<file path="config.mk">
export PLATFORM = sky130hd
export DESIGN_NAME = load_store_unit_flat
export DESIGN_NICKNAME = d
export VERILOG_FILES = /design/src/rtl/lsu_pkg.sv /design/src/rtl/load_store_unit_if.sv /design/src/rtl/lsu_access_check.sv /design/src/rtl/load_store_unit.sv /design/src/flat_wrapper.sv
export SDC_FILE = /design/constraint.sdc
export NUM_CORES = 1
export LEC_CHECK = 0
export CAP_MARGIN = 15
export CORE_ASPECT_RATIO = 1.75
export CORE_MARGIN = 3
export CORE_UTILIZATION = 45
export CTS_BUF_LIST = sky130_fd_sc_hd__clkbuf_8 sky130_fd_sc_hd__clkbuf_16
export DETAILED_ROUTE_END_ITERATION = 8
export PLACE_DENSITY = 0.87
export SLEW_MARGIN = 10
export SYNTH_ARGS = -nofsm -noshare
export SYNTH_HDL_FRONTEND = slang
export SYNTH_SLANG_ARGS = --single-unit
</file>
<file path="constraint.sdc">
create_clock -name SYS_clk -period 5 [get_ports SYS_clk]
set_input_delay 1 -clock SYS_clk [delete_from_list [all_inputs] [get_ports SYS_clk]]
set_output_delay 1 -clock SYS_clk [all_outputs]
set_load 0.005 [all_outputs]
</file>
<file path="src/rtl/lsu_pkg.sv">
// Shared definitions for the load/store unit: access size codes, FSM state
// encoding and the size-to-byte-count helper used by the access checker.
package lsu_pkg;

  localparam logic [1:0] SZ_NONE = 2'b00;
  localparam logic [1:0] SZ_BYTE = 2'b01;
  localparam logic [1:0] SZ_HALF = 2'b10;
  localparam logic [1:0] SZ_WORD = 2'b11;

  typedef enum logic [1:0] {
    IDLE   = 2'b00,
    ACCESS = 2'b01,
    RESP   = 2'b10
  } lsu_state_e;

  function automatic logic [2:0] size_to_nbytes(input logic [1:0] size);
    case (size)
      SZ_BYTE: return 3'd1;
      SZ_HALF: return 3'd2;
      SZ_WORD: return 3'd4;
      default: return 3'd0;
    endcase
  endfunction

endpackage

</file>
<file path="src/rtl/load_store_unit_if.sv">
// Request/response handshake plus data-memory control bundle of the load/store unit.
// The master side is the core/memory environment, the slave side is the unit itself.
interface load_store_unit_if #(
  parameter int ADDR_W = 32
);

  logic              req_valid;
  logic              req_ready;
  logic              req_is_store;
  logic [1:0]        req_size;
  logic              req_signed;
  logic [ADDR_W-1:0] req_addr;
  logic [31:0]       req_wdata;

  logic              rsp_valid;
  logic              rsp_ready;
  logic              rsp_fault;
  logic [31:0]       rsp_rdata;

  logic [1:0]        MEM_write_length;
  logic [1:0]        MEM_read_length;
  logic              MEM_read_signed;
  logic [31:0]       MEM_write_address;
  logic [31:0]       MEM_read_address;
  logic [31:0]       MEM_write_data;
  logic [31:0]       MEM_read_data;

  modport master (
    output req_valid, req_is_store, req_size, req_signed, req_addr, req_wdata,
    input  req_ready,
    input  rsp_valid, rsp_fault, rsp_rdata,
    output rsp_ready,
    input  MEM_write_length, MEM_read_length, MEM_read_signed,
    input  MEM_write_address, MEM_read_address, MEM_write_data,
    output MEM_read_data
  );

  modport slave (
    input  req_valid, req_is_store, req_size, req_signed, req_addr, req_wdata,
    output req_ready,
    output rsp_valid, rsp_fault, rsp_rdata,
    input  rsp_ready,
    output MEM_write_length, MEM_read_length, MEM_read_signed,
    output MEM_write_address, MEM_read_address, MEM_write_data,
    input  MEM_read_data
  );

endinterface

</file>
<file path="src/rtl/lsu_access_check.sv">
// Combinational legality check for a memory access: illegal size, misalignment,
// or any byte of the access falling outside the attached memory.
module lsu_access_check
  import lsu_pkg::*;
#(
  parameter int MEM_BYTES = 100,
  parameter int ADDR_W    = 32
) (
  input  logic [1:0]        size_i,
  input  logic [ADDR_W-1:0] addr_i,
  output logic              fault_o
);

  localparam logic [ADDR_W:0] MEM_LIMIT = (ADDR_W+1)'(MEM_BYTES);

  logic [ADDR_W:0] endAddr;
  logic            misaligned;

  // One extra bit on the end address keeps accesses near the top of the address space from wrapping.
  always_comb begin
    endAddr    = {1'b0, addr_i} + {{(ADDR_W-2){1'b0}}, size_to_nbytes(size_i)};
    misaligned = 1'b0;
    case (size_i)
      SZ_HALF: misaligned = addr_i[0];
      SZ_WORD: misaligned = (addr_i[1:0] != 2'b00);
      default: misaligned = 1'b0;
    endcase
    fault_o = (size_i == SZ_NONE) || misaligned || (endAddr > MEM_LIMIT);
  end

endmodule

</file>
<file path="src/rtl/load_store_unit.sv">
// Load/store unit: accepts one request, checks it, drives the data memory for a
// single ACCESS cycle and holds the response until the consumer takes it.
module load_store_unit
  import lsu_pkg::*;
#(
  parameter int MEM_BYTES = 100,
  parameter int ADDR_W    = 32
) (
  input  logic             SYS_clk,
  input  logic             SYS_reset,
  load_store_unit_if.slave bus
);

  lsu_state_e        state_q, state_d;
  logic              isStore_q, isStore_d;
  logic [1:0]        size_q, size_d;
  logic              isSigned_q, isSigned_d;
  logic [ADDR_W-1:0] addr_q, addr_d;
  logic [31:0]       wdata_q, wdata_d;
  logic              fault_q, fault_d;
  logic [31:0]       rdata_q, rdata_d;
  logic              reqFault;

  lsu_access_check #(
    .MEM_BYTES (MEM_BYTES),
    .ADDR_W    (ADDR_W)
  ) u_check (
    .size_i  (bus.req_size),
    .addr_i  (bus.req_addr),
    .fault_o (reqFault)
  );

  always_ff @(posedge SYS_clk) begin
    if (SYS_reset) begin
      state_q    <= IDLE;
      isStore_q  <= 1'b0;
      size_q     <= SZ_NONE;
      isSigned_q <= 1'b0;
      addr_q     <= '0;
      wdata_q    <= '0;
      fault_q    <= 1'b0;
      rdata_q    <= '0;
    end else begin
      state_q    <= state_d;
      isStore_q  <= isStore_d;
      size_q     <= size_d;
      isSigned_q <= isSigned_d;
      addr_q     <= addr_d;
      wdata_q    <= wdata_d;
      fault_q    <= fault_d;
      rdata_q    <= rdata_d;
    end
  end

  always_comb begin
    state_d               = state_q;
    isStore_d             = isStore_q;
    size_d                = size_q;
    isSigned_d            = isSigned_q;
    addr_d                = addr_q;
    wdata_d               = wdata_q;
    fault_d               = fault_q;
    rdata_d               = rdata_q;
    bus.req_ready         = 1'b0;
    bus.rsp_valid         = 1'b0;
    bus.MEM_write_length  = SZ_NONE;
    bus.MEM_read_length   = SZ_NONE;
    bus.MEM_read_signed   = 1'b0;
    bus.MEM_write_address = '0;
    bus.MEM_read_address  = '0;
    bus.MEM_write_data    = '0;
    case (state_q)
      IDLE: begin
        bus.req_ready = 1'b1;
        if (bus.req_valid) begin
          isStore_d  = bus.req_is_store;
          size_d     = bus.req_size;
          isSigned_d = bus.req_signed;
          addr_d     = bus.req_addr;
          wdata_d    = bus.req_wdata;
          fault_d    = reqFault;
          rdata_d    = '0;
          state_d    = reqFault ? RESP : ACCESS;
        end
      end
      ACCESS: begin
        // Memory controls are masked during reset so an interrupted store never commits.
        if (!SYS_reset) begin
          if (isStore_q) begin
            bus.MEM_write_length  = size_q;
            bus.MEM_write_address = 32'(addr_q);
            bus.MEM_write_data    = wdata_q;
          end else begin
            bus.MEM_read_length  = size_q;
            bus.MEM_read_signed  = isSigned_q;
            bus.MEM_read_address = 32'(addr_q);
          end
        end
        rdata_d = isStore_q ? 32'h0 : bus.MEM_read_data;
        state_d = RESP;
      end
      RESP: begin
        bus.rsp_valid = 1'b1;
        if (bus.rsp_ready) begin
          fault_d = 1'b0;
          rdata_d = '0;
          state_d = IDLE;
        end
      end
      default: state_d = IDLE;
    endcase
  end

  assign bus.rsp_fault = fault_q;
  assign bus.rsp_rdata = rdata_q;

endmodule

</file>
<file path="src/flat_wrapper.sv">
// flat-port wrapper written by rule: the top's interface ports become plain ports
module load_store_unit_flat import lsu_pkg::*;
#(
  parameter int MEM_BYTES = 100,
  parameter int ADDR_W    = 32
)
  (SYS_clk, SYS_reset, bus_req_valid, bus_req_is_store, bus_req_size, bus_req_signed, bus_req_addr, bus_req_wdata, bus_req_ready, bus_rsp_valid, bus_rsp_fault, bus_rsp_rdata, bus_rsp_ready, bus_MEM_write_length, bus_MEM_read_length, bus_MEM_read_signed, bus_MEM_write_address, bus_MEM_read_address, bus_MEM_write_data, bus_MEM_read_data);
  load_store_unit_if #(.ADDR_W(ADDR_W)) bus_i ();
  input  logic SYS_clk;
  input  logic SYS_reset;
  input wire logic [$bits(bus_i.req_valid)-1:0] bus_req_valid;
  input wire logic [$bits(bus_i.req_is_store)-1:0] bus_req_is_store;
  input wire logic [$bits(bus_i.req_size)-1:0] bus_req_size;
  input wire logic [$bits(bus_i.req_signed)-1:0] bus_req_signed;
  input wire logic [$bits(bus_i.req_addr)-1:0] bus_req_addr;
  input wire logic [$bits(bus_i.req_wdata)-1:0] bus_req_wdata;
  output wire logic [$bits(bus_i.req_ready)-1:0] bus_req_ready;
  output wire logic [$bits(bus_i.rsp_valid)-1:0] bus_rsp_valid;
  output wire logic [$bits(bus_i.rsp_fault)-1:0] bus_rsp_fault;
  output wire logic [$bits(bus_i.rsp_rdata)-1:0] bus_rsp_rdata;
  input wire logic [$bits(bus_i.rsp_ready)-1:0] bus_rsp_ready;
  output wire logic [$bits(bus_i.MEM_write_length)-1:0] bus_MEM_write_length;
  output wire logic [$bits(bus_i.MEM_read_length)-1:0] bus_MEM_read_length;
  output wire logic [$bits(bus_i.MEM_read_signed)-1:0] bus_MEM_read_signed;
  output wire logic [$bits(bus_i.MEM_write_address)-1:0] bus_MEM_write_address;
  output wire logic [$bits(bus_i.MEM_read_address)-1:0] bus_MEM_read_address;
  output wire logic [$bits(bus_i.MEM_write_data)-1:0] bus_MEM_write_data;
  input wire logic [$bits(bus_i.MEM_read_data)-1:0] bus_MEM_read_data;
  assign bus_i.req_valid = bus_req_valid;
  assign bus_i.req_is_store = bus_req_is_store;
  assign bus_i.req_size = bus_req_size;
  assign bus_i.req_signed = bus_req_signed;
  assign bus_i.req_addr = bus_req_addr;
  assign bus_i.req_wdata = bus_req_wdata;
  assign bus_req_ready = bus_i.req_ready;
  assign bus_rsp_valid = bus_i.rsp_valid;
  assign bus_rsp_fault = bus_i.rsp_fault;
  assign bus_rsp_rdata = bus_i.rsp_rdata;
  assign bus_i.rsp_ready = bus_rsp_ready;
  assign bus_MEM_write_length = bus_i.MEM_write_length;
  assign bus_MEM_read_length = bus_i.MEM_read_length;
  assign bus_MEM_read_signed = bus_i.MEM_read_signed;
  assign bus_MEM_write_address = bus_i.MEM_write_address;
  assign bus_MEM_read_address = bus_i.MEM_read_address;
  assign bus_MEM_write_data = bus_i.MEM_write_data;
  assign bus_i.MEM_read_data = bus_MEM_read_data;
  load_store_unit #(.MEM_BYTES(MEM_BYTES), .ADDR_W(ADDR_W)) u_core (.SYS_clk(SYS_clk), .SYS_reset(SYS_reset), .bus(bus_i));
endmodule
</file>
Word level (Yosys, flattened, before mapping)
Cells that the tools add are included.
Operators by class
  div/mod/pow operators: 0
  multiplexer cells: 33
  shifts and indexed selects: 0
  equality and inequality tests: 7
  add/subtract/negate cells: 1
  order comparisons: 1
  reduce and logical (&&, ||, !) cells: 11
  bitwise logic cells: 0
  multipliers: 0
Operators with widths (number)
  $mux 32: 12
  $pmux 32 s3: 1
  $add 32x3->33: 1
  $gt 33x7->1 const B: 1
  $mux 2: 9
  $pmux 3 s3: 1
  $mux 1: 7
  $eq 2x2->1 const B: 3
  $pmux 2 s3: 1
  $reduce_and 3->1: 2
  $eq 2x1->1 const B: 2
  $logic_not 2->1: 2
  $ne 2x2->1 const B: 2
  $pmux 1 s2: 2
  $reduce_and 2->1: 2
  $reduce_bool 2->1: 2
  $reduce_bool 3->1: 1
  $logic_or 1x1->1: 2
Word-level totals
  flip-flop bits (word level): 103
  word-level logic and storage cells: 61
  ROM bits: 0
  RAM bits: 0
  output and inout port bits: 136
  input bits: 104
  memories kept: 0
  bits in latches: 0

Logic depth before layout (Yosys ltp)
  word-level depth: 8
  gate-level depth with buffers: 11
  gate-level depth less buffers: 11

Modules after synthesis
From an unflattened synthesis, not the netlist that was laid out.
Second synthesis, totals
  cells, all modules: 615
  area, all modules: 4988.5 um^2
By module, submodules not included
  load_store_unit: cells an instance 502, seq. area each 2062.0 um^2, times used 1, area an instance 4186.5 um^2
  lsu_access_check: cells an instance 113, seq. area each 0.0 um^2, times used 1, area an instance 802.0 um^2

Worst setup path before layout
No wires, ideal clock.
  kind: in2reg
  from: input bus_req_size[0]
  to: register u_core.state_q[1]
  stages on the path: 11
  library setup time: 133 ps
  path buffers: 0
  data arrival time: 3456 ps
  data required time: 4867 ps
  path slack: 1411 ps
  cells stage by stage: nor2b_1 > ha_1 > fa_1 > a21oi_2 > nor2_1 > and3_2 > or2_2 > a2111oi_4 > nand4_2 > o311ai_0 > a31oi_1
On the way
  cells in the longest elaborated chain, start to end: 8
  elaborated cells between the ends (all ways): 13
  classes of those cells: 1 x add/sub; 1 x order compare; 3 x eq/ne; 5 x mux; 3 x reduce/logical
RTL lines
  from (decl): line flat_wrapper.sv:13  | input wire logic [$bits(bus_i.req_size)-1:0] bus_req_size;
  $eq 2x2->1 or $eq 2x1->1 (tied branches): line lsu_pkg.sv:17, lsu_access_check.sv:23
  $pmux 3 s3: line lsu_pkg.sv:17  | case (size)
  $add 32x3->33: line lsu_access_check.sv:21  | endAddr = {1'b0, addr_i} + {{(ADDR_W-2){1'b0}}, size_to_nbytes(size_i)};
  $gt 33x7->1: line lsu_access_check.sv:28  | fault_o = (size_i == SZ_NONE) || misaligned || (endAddr > MEM_LIMIT);
  $logic_or 1x1->1 *: line lsu_access_check.sv:28
  $mux 2 *: line load_store_unit.sv:83  | state_d = reqFault ? RESP : ACCESS;
  $mux 2 *: line load_store_unit.sv:75  | if (bus.req_valid) begin
  $pmux 2 s3 *: line load_store_unit.sv:72  | case (state_q)
  to (signal assigned): line load_store_unit.sv:44  | state_q <= state_d;
  to (decl): line load_store_unit.sv:14  | lsu_state_e state_q, state_d;
Every way passes the cells marked *; elsewhere a longest branch is shown, timed or not. The select of a mux whose other input is x is not followed.
A chain may end at the register's enable or synchronous reset.

Final worst setup path
Ends and elaborated chain as after synthesis.

==> impl_metrics.py <==
metrics = {
    "placement": {
        "place_ws_ps": 557,
        "hpwl_microns": 13300,
        "gp_congestion": 0.889,
        "port_buffers": 239,
    },
    "setup_path": {
        "cp.required_ps": 5190,
        "worstPathArrival_ps": 4290,
        "crit_start": "bus_req_size[0]",
        "critical_path_class": "primary input to register",
        "crit_fanout": 6,
        "critical-path-slowest-cell": "clkdlybuf4s50_1",
        "rr_startpoint": "u_core.state_q[0]",
        "ff2ff_path_depth": 5,
        "cp-start-kind": "primary input",
        "end_kind": "register",
        "cp_cell_sequence": "clkdlybuf4s50_1 -> nor2b_1 -> ha_1 -> fa_1 -> a21oi_2 -> nor2_1 -> and3_2 -> or2_2 -> a2111oi_4 -> nand4_2 -> o311ai_0 -> a31oi_1",
        "cpPeakStageDelay_ps": 470,
    },
    "yosys": {
        "synth_top_family_by_area": "simple AND/OR/NAND/NOR gates",
        "synthArstFlopShare_pct": 0,
        "netlist.area_leader.share_pct": 40.4,
        "yosysUniqueCellTypes": 56,
        "synth_area_leaders": "dfxtp_1 40%, and2_1 13%, nand2_1 11%, a21oi_1 7.5%, a22oi_1 4.7%",
        "syn_avg_cell_area_sq_um": 7.64,
        "ys_ff_latch": 103,
        "syn-num-nets": 777,
        "yosysTopAreaCell": "dfxtp_1",
        "synth_mux_area_share_pct": 0.490,
        "synth-compound-area-share_pct": 17.5,
        "ys.flop_type": "dfxtp_1",
        "yosysSeqAreaShare_pct": 40.4,
        "synthAdderAreaFrac_pct": 1.13,
        "synthSimpleGateAreaFrac_pct": 34.7,
        "synth-xor-area-share_pct": 1.20,
        "synth_common_cells": "151 x nand2_1, 103 x and2_1, 103 x dfxtp_1",
        "ys_warn_count": 0,
        "synth_area_sq_um": 5110,
        "synthMostInstantiatedCell": "nand2_1",
        "syn_inst": 669,
        "synth_edf_count": 0,
    },
    "drt": {
        "route.detailed.drc": 0,
        "drtAntennaViolNets": 0,
        "wl_microns": 17600,
        "drt_iter0_markers": 335,
        "dr.pass1.iters": 5,
        "vias_per_cell": 5.48,
        "wl_per_cell_microns": 17.4,
        "vias": 5561,
    },
    "final_layout": {
        "drive_gt1_share_pct": 5.32,
        "finalNetCount": 987,
        "fill_cells": 840,
        "syn_to_final_growth_pct": 53.0,
        "multi_input_area_sq_um": 2830,
        "regArea_sq_um": 2060,
    },
    "timing": {
        "fin_crit_ps": 4100,
        "fin_skew_ps": 9.99,
        "max_freq_mhz": 244,
        "fin_ws_ps": 902,
        "period_share_pct": 82.0,
        "fin_tns_setup_ps": 0,
        "slew_headroom_pct": 25.0,
        "tightest_slew_ps": 1120,
        "hold_violations": 0,
        "rsz0062_at_grt": "no",
        "slew_violations": 0,
        "setup_violations": 0,
    },
    "pwr": {
        "switchingPower_uw": 491,
        "p_int_mw": 1.33,
        "seqPwrFrac_pct": 48.0,
        "power.share.combinational_pct": 13.7,
        "peakVddDrop_uv": 203,
        "clkPwrFrac_pct": 38.3,
        "power_switching_share_pct": 27.0,
        "power.density_nw_per_um2": 233,
        "leakagePower_nw": 2.86,
    },
    "status": {
        "status": "finished, final reports clean",
    },
    "hold_path": {
        "min_from": "u_core.isSigned_q",
        "hold_path.class": "register to register",
        "hold_depth": 2,
    },
    "clocking": {
        "clockBufferDepth": 2,
        "cts_hold_buf": 0,
        "clock_latency_ps": 360,
        "cts_buffers": 9,
        "cts-root-buf": "clkbuf_16",
        "clock_sinks": 103,
        "htreeDepth": 3,
        "clkSlewWorstSetupHoldPaths_ps": 70,
        "cts_resized": 0,
        "cts_tree": "done",
        "cts_setup_buffers": 0,
    },
    "floorplan": {
        "die_h_microns": 147,
        "rows": 50,
        "fp.dieW_microns": 86.6,
        "start_util_pct": 46.9,
        "core_area_sq_um": 10900,
        "pin_count": 240,
        "die_area_sq_um": 12700,
    },
    "grt": {
        "track_usage_pct": 27.6,
        "antenna_found_initial": 1,
        "grt_pass1_wl_microns": 28100,
        "grt_pass1_vias": 5606,
        "grt_max_degree": 105,
        "grt_overflow_total": 0,
    },
    "flow_run": {
        "max-cap-violations": 0,
    },
}
==> logic make-up (layout without fill, tap and decap cells) <==
family / Yosys count / after routing
mux: 2 / 2
xor+xnor: 7 / 7
flops: 103 / 103
other cells: 0 / 1
fa+ha+maj: 4 / 4
simple gates: 359 / 359
buf+inv: 52 / 267
compound gates: 142 / 142
==> power groups by stage <==
stage | Clock (mW) | Sequential, mW | Combinational, mW
final | 0.696 | 0.874 | 0.250
after global routing | 0.739 | 0.878 | 0.275
after CTS | 0.705 | 0.874 | 0.249
after detailed placement | 0 | 0.893 | 0.247
after global placement | 0 | 0.890 | 0.239
after floorplan | 0 | 0.885 | 0.125
==> registers in the layout, indices dropped and copies added, names as in the netlist <==
name                  cells
u_core.state_q            2
u_core.addr_q            32
u_core.wdata_q           32
u_core.size_q             2
u_core.isStore_q          1
u_core.isSigned_q         1
u_core.bus.rsp_rdata     32
u_core.bus.rsp_fault      1
==> routing by layer <==
layer  vias to the layer above  routed length, microns  global-route usage [%]  share of wire (%)
met3                        63                    1030                    6.12                5.8
met4                         0                     988                    15.4                5.6
met1                      2604                    6230                    29.0                 35
met2                       222                    9400                    49.3                 53
met5                         -                       0                       0                  0
li1                       2672                       -                       -                  -
==> final cells by class <==
class / instances / area share, %
repair buffers: 246 / 31.2
clock inverters: 7 / 0.944
flip-flops and latches: 103 / 26.4
well taps: 130 / 2.08
inverters: 5 / 0.240
clock buffers: 9 / 2.88
multi-input cells: 514 / 36.2
diodes: 1 / 0.0320
==> path summary, 6_finish.rpt <==
check,to,slack (ps)
hold / removal,u_core.isSigned_q,450
setup reg to reg,u_core.wdata_q[14],2910
setup / recovery,u_core.state_q[1],900
hold reg to reg,u_core.isSigned_q,450
==> critical path, delay by kind of cell <==
| family | cells | cell delay [ps] |
|---|---|---|
| adders and majority gates | 2 | 690 |
| AOI/OAI and AO/OA | 4 | 1140 |
| and+or+nand+nor | 5 | 990 |
| buffers and inverters | 1 | 470 |
==> metrics by stage <==
stage	cells	hold slack, ps	power (mW)	instance area [sq um]	utilization, %
finish	1015	453	1.82	7820	71.8
global route	1015	475	1.89	7820	71.8
CTS	1014	453	1.83	7810	71.7
detailed placement	998	442	1.14	7510	69.0
global placement	998	437	1.13	7510	69.0
floorplan	669	432	1.01	5110	-
==> layout by cell type (no fill, tap or decap), drive strengths merged, types with 2 or more instances in the layout <==
| cell | Yosys | final |
|---|---|---|
| a2111oi | 2 | 2 |
| a211oi | 4 | 4 |
| a21o | 3 | 3 |
| a21oi | 78 | 78 |
| a22oi | 32 | 32 |
| a31oi | 6 | 6 |
| and2 | 103 | 103 |
| and3 | 2 | 2 |
| buf | 8 | 8 |
| clkbuf | 39 | 9 |
| clkdlybuf4s50 | 0 | 238 |
| clkinv | 0 | 3 |
| dfxtp | 103 | 103 |
| ha | 3 | 3 |
| inv | 5 | 9 |
| nand2 | 152 | 152 |
| nand3 | 11 | 11 |
| nand4 | 10 | 10 |
| nor2 | 51 | 51 |
| nor2b | 2 | 2 |
| nor3 | 9 | 9 |
| nor3b | 2 | 2 |
| nor4 | 7 | 7 |
| o21ai | 2 | 2 |
| o22ai | 3 | 3 |
| o31ai | 4 | 4 |
| or2 | 4 | 4 |
| or3 | 2 | 2 |
| xnor2 | 6 | 6 |
No activity file was read; power rests on OpenSTA's default activity.
==> edit 1: new RTL, same settings <==
The 3 states of `lsu_state_e` get a one-hot encoding in 3 bits.
--- a/src/rtl/lsu_pkg.sv
+++ b/src/rtl/lsu_pkg.sv
@@ -7,10 +7,10 @@
   localparam logic [1:0] SZ_HALF = 2'b10;
   localparam logic [1:0] SZ_WORD = 2'b11;
 
-  typedef enum logic [1:0] {
-    IDLE   = 2'b00,
-    ACCESS = 2'b01,
-    RESP   = 2'b10
+  typedef enum logic [2:0] {
+    IDLE   = 3'b001,
+    ACCESS = 3'b010,
+    RESP   = 3'b100
   } lsu_state_e;
 
   function automatic logic [2:0] size_to_nbytes(input logic [1:0] size);
Behaviour: no difference found for any inputs over 10 cycles, from zero or initial values and one cycle with SYS_reset high; not proved beyond that.
==> edit 1 against the original RTL <==
First-iteration DRC count down 16%. Clock power up 7.8%. Setup slack better by 230 ps. Power up 4.2%. Area after synthesis down 0.49%. Global-route usage down 2.1 points. Non-clock buffer count unchanged. Final area up 0.54%. Cell count down 1.5%. Via count down 2.6%. Fmax up 6.1%. Routed wire length down 6.7%. Hold slack worse by 2.2 ps. Sequential cell count up 1.
==> edit 1: results (changes against the original RTL) <==
stage,metric,value,unit,change
timing,Final Skew,14.76,ps,was 9.990 ps
worst_hold_path,HP Class,reg2reg,,unchanged
drt,wl on met1,5932,um,was 6232 um
power,Pwr Total,1.897,mW,was 1.820 mW
final_layout,layout cells sized above 1,0.05293,,was 0.05317
global_routing,GRT Overall Usage,0.2550,,was 0.2760
drt,DRT iter0 DRCs,281,,was 335
drt,met3 wire len,999,um,was 1026 um
place,dpl ws,897.7,ps,was 557.1 ps
synth,most frequent cells after synthesis,"nand2_1, and2_1, dfxtp_1, a21oi_1, nor2_1",,unchanged
clocking,clk_lat worst skew,350,ps,
worst_setup_path,CP max stage delay,680,ps,was 470 ps
global_routing,vias in the first global route,5408,,was 5606
worst_setup_path,critical path peak fanout,25,,was 6
timing,final cycle utilization of the critical path,0.7727,,was 0.8197
timing,hold slack final,450.7,ps,was 452.9 ps
place,dpl cells,983,,was 998
run_status,status,completed,,unchanged
power,Sw Ratio,0.2589,,was 0.2698
power,Clk network pwr share,0.395,,was 0.383
drt,final WL,16470,um,was 17650 um
power,Max rail drop VDD,0.1836,mV,was 0.2032 mV
synth,synth top area cells,"dfxtp_1, and2_1, nand2_1, a21oi_1, a22oi_1",,unchanged
synth,share of the yosys chip area belonging to registers,0.4094,,was 0.4035
worst_setup_path,"delay-heaviest family, CP",buffers and inverters,,was compound AO/OA/AOI/OAI gates
timing,Slew Limit Headroom,0.3032,,was 0.2504
global_routing,pin count of the biggest net entering global routing,106,,was 105
power,P_seq,888,uW,was 874 uW
place,placed wire-length estimate,12210,um,was 13260 um
synth,syn_area_per_cell,7.823,um^2,was 7.638 um^2
synth,Yosys cell types,54,,was 56
worst_setup_path,Crit-path slowest cell,nor4_2,,was clkdlybuf4s50_1
power,LEAKAGE,2.821,nW,was 2.856 nW
place,GPL Wtd Cong,0.9447,,was 0.8887
global_routing,grt met3 use,0.04912,,was 0.06117
synth,Post-Syn Nets,758,,was 777
final_layout,Final nets,972,,was 987
place,Area after DPL,0.007528,mm^2,was 0.007511 mm^2
global_routing,met1 usage,0.2748,,was 0.2902
drt,routed wl met2,8931,um,was 9399 um
power,pwr/cell area,241.4,mW/mm^2,was 232.8 mW/mm^2
worst_setup_path,Crit path arrival time,2860,ps,was 4290 ps
drt,vias per cell,5.418,,was 5.479
final_layout,Final Non-Filler Cells,1000,,was 1015
final_layout,fillcell total,835,,was 840
worst_setup_path,R2R Setup Slk,2850,ps,was 2910 ps
global_routing,first-pass GRT wire length,26250,um,was 28130 um
==> edit 1: cell types whose count changed after synthesis, moves of 3 or more <==
cell	unedited run	this run
nand2b_1	1	5
xnor2_1	6	11
or2_2	4	0
nand2_1	151	144
nor4_1	6	3
nor2_1	51	39
a31oi_1	6	3
==> edit 1: cell families (layout without fill, tap and decap cells) <==
logic type | count (synthesis) | in the layout | synth area share
mux | 3 | 3 | 0.005906
fa+ha+maj | 4 | 4 | 0.01132
other cells | 0 | 1 | 0
buf+inv | 46 | 265 | 0.03814
flops | 104 | 104 | 0.4094
simple gates | 343 | 343 | 0.3438
compound gates | 139 | 139 | 0.1725
xor+xnor | 11 | 11 | 0.01895
==> edit 1: final timing paths <==
check / from / to / cells after the start
worst min-delay path: u_core.wdata_q[1]$_SDFFE_PP0P_ / u_core.wdata_q[1]$_SDFFE_PP0P_ / 2
worst max register to register: u_core.state_q[0]$_SDFFE_PP1P_ / u_core.bus.rsp_fault$_SDFFE_PP0P_ / 6
worst max-delay path: SYS_reset / bus_MEM_read_address[9] / 5
worst min register to register: u_core.wdata_q[1]$_SDFFE_PP0P_ / u_core.wdata_q[1]$_SDFFE_PP0P_ / 2
==> edit 1: area by class of cell <==
| type | count | area share |
|---|---|---|
| multi-input combinational | 500 | 0.3607 |
| timing repair buffer | 246 | 0.3107 |
| sequential | 104 | 0.2649 |
| clock buffer | 10 | 0.03040 |
| tap | 130 | 0.02069 |
| clock inverter | 6 | 0.01082 |
| inverter | 3 | 0.001433 |
| antenna | 1 | 0.0003184 |
==> edit 1: worst min-delay path: cells and delay by family, from the launching register on <==
family / cells / cell delay (ps)
DFF: 1 / 310
AOI/OAI and AO/OA: 1 / 50
and+or+nand+nor: 1 / 50
==> edit 2: new RTL, config.mk and constraints unchanged <==
Without the edit above. `ADDR_W` is set to 32 in 4 places; all go to 64.
--- a/src/rtl/load_store_unit_if.sv
+++ b/src/rtl/load_store_unit_if.sv
@@ -1,7 +1,7 @@
 // Request/response handshake plus data-memory control bundle of the load/store unit.
 // The master side is the core/memory environment, the slave side is the unit itself.
 interface load_store_unit_if #(
-  parameter int ADDR_W = 32
+  parameter int ADDR_W = 64
 );
 
   logic              req_valid;
--- a/src/rtl/lsu_access_check.sv
+++ b/src/rtl/lsu_access_check.sv
@@ -4,7 +4,7 @@
   import lsu_pkg::*;
 #(
   parameter int MEM_BYTES = 100,
-  parameter int ADDR_W    = 32
+  parameter int ADDR_W    = 64
 ) (
   input  logic [1:0]        size_i,
   input  logic [ADDR_W-1:0] addr_i,
--- a/src/rtl/load_store_unit.sv
+++ b/src/rtl/load_store_unit.sv
@@ -4,7 +4,7 @@
   import lsu_pkg::*;
 #(
   parameter int MEM_BYTES = 100,
-  parameter int ADDR_W    = 32
+  parameter int ADDR_W    = 64
 ) (
   input  logic             SYS_clk,
   input  logic             SYS_reset,
--- a/src/flat_wrapper.sv
+++ b/src/flat_wrapper.sv
@@ -2,7 +2,7 @@
 module load_store_unit_flat import lsu_pkg::*;
 #(
   parameter int MEM_BYTES = 100,
-  parameter int ADDR_W    = 32
+  parameter int ADDR_W    = 64
 )
   (SYS_clk, SYS_reset, bus_req_valid, bus_req_is_store, bus_req_size, bus_req_signed, bus_req_addr, bus_req_wdata, bus_req_ready, bus_rsp_valid, bus_rsp_fault, bus_rsp_rdata, bus_rsp_ready, bus_MEM_write_length, bus_MEM_read_length, bus_MEM_read_signed, bus_MEM_write_address, bus_MEM_read_address, bus_MEM_write_data, bus_MEM_read_data);
   load_store_unit_if #(.ADDR_W(ADDR_W)) bus_i ();
Interface: changed (resized bus_req_addr); port bits go from 240 to 272. No check against the original RTL was run, so the function may have changed too.
==> edit 2 against the original RTL <==
Die area increased by 17%. Final area increased by 17%. Area after synthesis grew 18%. Power increased by 2.9%. First-iteration DRC count increased by 8.7%. Setup slack lost 460 ps. Global-route usage is 3.3 points higher. Sequential power hardly changed. Sequential cell count stayed put. Clock skew hardly changed. Via count grew 27%. Combinational power is 34% higher. Hold slack got worse by 4.1 ps. Critical path type unchanged. Routed wire length up 33%.
==> edit 2: results (changes against the original RTL) <==
stage,metric,value,unit,change
global_routing,grt met3 use,0.06398,,was 0.06117
worst_setup_path,critical path peak fanout,6,,unchanged
worst_hold_path,HP Class,reg2reg,,unchanged
clocking,Worst-path clk slew,60,ps,
place,GPL Wtd Cong,1.079,,was 0.8887
drt,final WL,23490,um,was 17650 um
global_routing,met1 usage,0.2984,,was 0.2902
worst_setup_path,Crit-path slowest cell,or4_4,,was clkdlybuf4s50_1
worst_setup_path,"delay-heaviest family, CP",simple AND/OR/NAND/NOR gates,,was compound AO/OA/AOI/OAI gates
synth,Yosys cell types,59,,was 56
place,dpl cells,1229,,was 998
power,LEAKAGE,3.198,nW,was 2.856 nW
worst_setup_path,CP max stage delay,590,ps,was 470 ps
place,placed wire-length estimate,18420,um,was 13260 um
global_routing,met2 Resource Use GR,0.5852,,was 0.4927
synth,async set-reset flop share out of synthesis,0,,unchanged
worst_setup_path,Crit path arrival time,4790,ps,was 4290 ps
synth,Syn. warnings,0,,unchanged
worst_setup_path,worst reg2reg startpoint,u_core.state_q[1]$_SDFFE_PP0P_,,was u_core.state_q[0]$_SDFFE_PP0P_
timing,Final Skew,9.832,ps,was 9.990 ps
worst_setup_path,Crit Reg-Reg Endpoint,u_core.bus.rsp_rdata[8]$_SDFFE_PP0P_,,was u_core.wdata_q[14]$_SDFFE_PP0P_
global_routing,first-pass GRT wire length,35900,um,was 28130 um
worst_hold_path,Hold Crit Endpoint,u_core.wdata_q[11]$_SDFFE_PP0P_,,was u_core.isSigned_q$_SDFFE_PP0P_
synth,syn_area_per_cell,7.265,um^2,was 7.638 um^2
power,Max rail drop VDD,0.1888,mV,was 0.2032 mV
clocking,post_cts resized,0,,unchanged
run_status,status,completed,,unchanged
worst_hold_path,Hold Path Cell Cnt,2,,unchanged
place,Port Buf Inserts,271,,was 239
final_layout,layout cells sized above 1,0.05116,,was 0.05317
clocking,Num CTS Buffers,9,,unchanged
final_layout,antenna cells,0,,was 1
drt,wire per inst,18.85,um,was 17.39 um
worst_hold_path,Min-Delay Startpoint,u_core.wdata_q[11]$_SDFFE_PP0P_,,was u_core.isSigned_q$_SDFFE_PP0P_
drt,DRT iter0 DRCs,364,,was 335
clocking,H-tree levels,3,,unchanged
synth,Post-Syn Nets,967,,was 777
synth,share of the yosys chip area belonging to registers,0.3432,,was 0.4035
worst_setup_path,R2R Setup Slk,3090,ps,was 2910 ps
global_routing,GRT Overall Usage,0.3091,,was 0.2760
global_routing,vias in the first global route,6692,,was 5606
global_routing,initial antenna violation count,0,,was 1
drt,vias per cell,5.651,,was 5.479
timing,Slew @ Worst Pin,1121,ps,was 1124 ps
clocking,clk_lat worst skew,340,ps,was 360 ps
clocking,maximum root-to-sink buffer count,2,,unchanged
timing,final hold violation count,0,,unchanged
synth,synth top area cells,"dfxtp_1, and2_1, nand2_1, a21oi_1, a22oi_1",,unchanged
drt,DR pass1 iterations,4,,was 5
global_routing,pin count of the biggest net entering global routing,106,,was 105
synth,most frequent cells after synthesis,"nand2_1, and2_1, dfxtp_1, a21oi_1, nor2_1",,unchanged
edit 2: how the worst max path moves through the flow:
stage	startpoint	to	slack (ps)	cells past startpoint
floorplan	bus_req_size[0]	u_core.bus.rsp_fault$_SDFFE_PP0P_	1070	11
global placement	bus_req_size[0]	u_core.bus.rsp_fault$_SDFFE_PP0P_	190	12
detailed placement	bus_req_size[0]	u_core.bus.rsp_fault$_SDFFE_PP0P_	120	12
CTS	bus_req_size[0]	u_core.bus.rsp_fault$_SDFFE_PP0P_	460	12
global route	bus_req_size[0]	u_core.bus.rsp_fault$_SDFFE_PP0P_	180	12
finish	bus_req_size[0]	u_core.bus.rsp_fault$_SDFFE_PP0P_	440	12
edit 2: through the flow:
stage | power, mW | utilization | hold slack [ps] | area [um^2] | setup WS (ps)
after floorplan | 1.033 | - | 431.7 | 6008 | 1068
after global placement | 1.216 | 0.6798 | 437.3 | 8842 | 190.3
after detailed placement | 1.220 | 0.6798 | 442.3 | 8842 | 115.2
after CTS | 1.878 | 0.7016 | 451.5 | 9125 | 457.8
after global routing | 1.956 | 0.7037 | 472.7 | 9153 | 182.2
final | 1.874 | 0.7037 | 448.8 | 9153 | 440.6
edit 2: kinds of logic after synthesis:
kind of cell / synth area share
fa+ha+maj: 0.009580
buf+inv: 0.04206
mux: 0.01020
xor+xnor: 0.01749
compound gates: 0.1855
flops: 0.3432
simple gates: 0.3919
edit 2: layout make-up:
class	instances	area (um^2)
inverter	11	41.29
fill	1054	3854
timing repair buffer	286	2843
clock buffer	9	225.2
tap	171	214.0
sequential	103	2062
multi-input combinational	659	3710
clock inverter	7	57.56
edit 2: where the power goes:
group,switching [mW],leakage (nW),internal (mW)
Clock,0.320,0.128,0.344
Sequential,0.0205,0.841,0.855
Combinational,0.174,2.23,0.160
Total,0.515,3.20,1.36
edit 2: metal layers:
layer / share of wire / vias to the layer above
li1: - / 3397
met1: 0.33 / 3241
met2: 0.54 / 334
met3: 0.072 / 69
met4: 0.057 / 0
met5: 0 / -
edit 2: worst min-delay path, cell delays in order (launching register included):
cell and delay [ps]:
dfxtp_1 300, nand2_1 50, a21oi_1 50
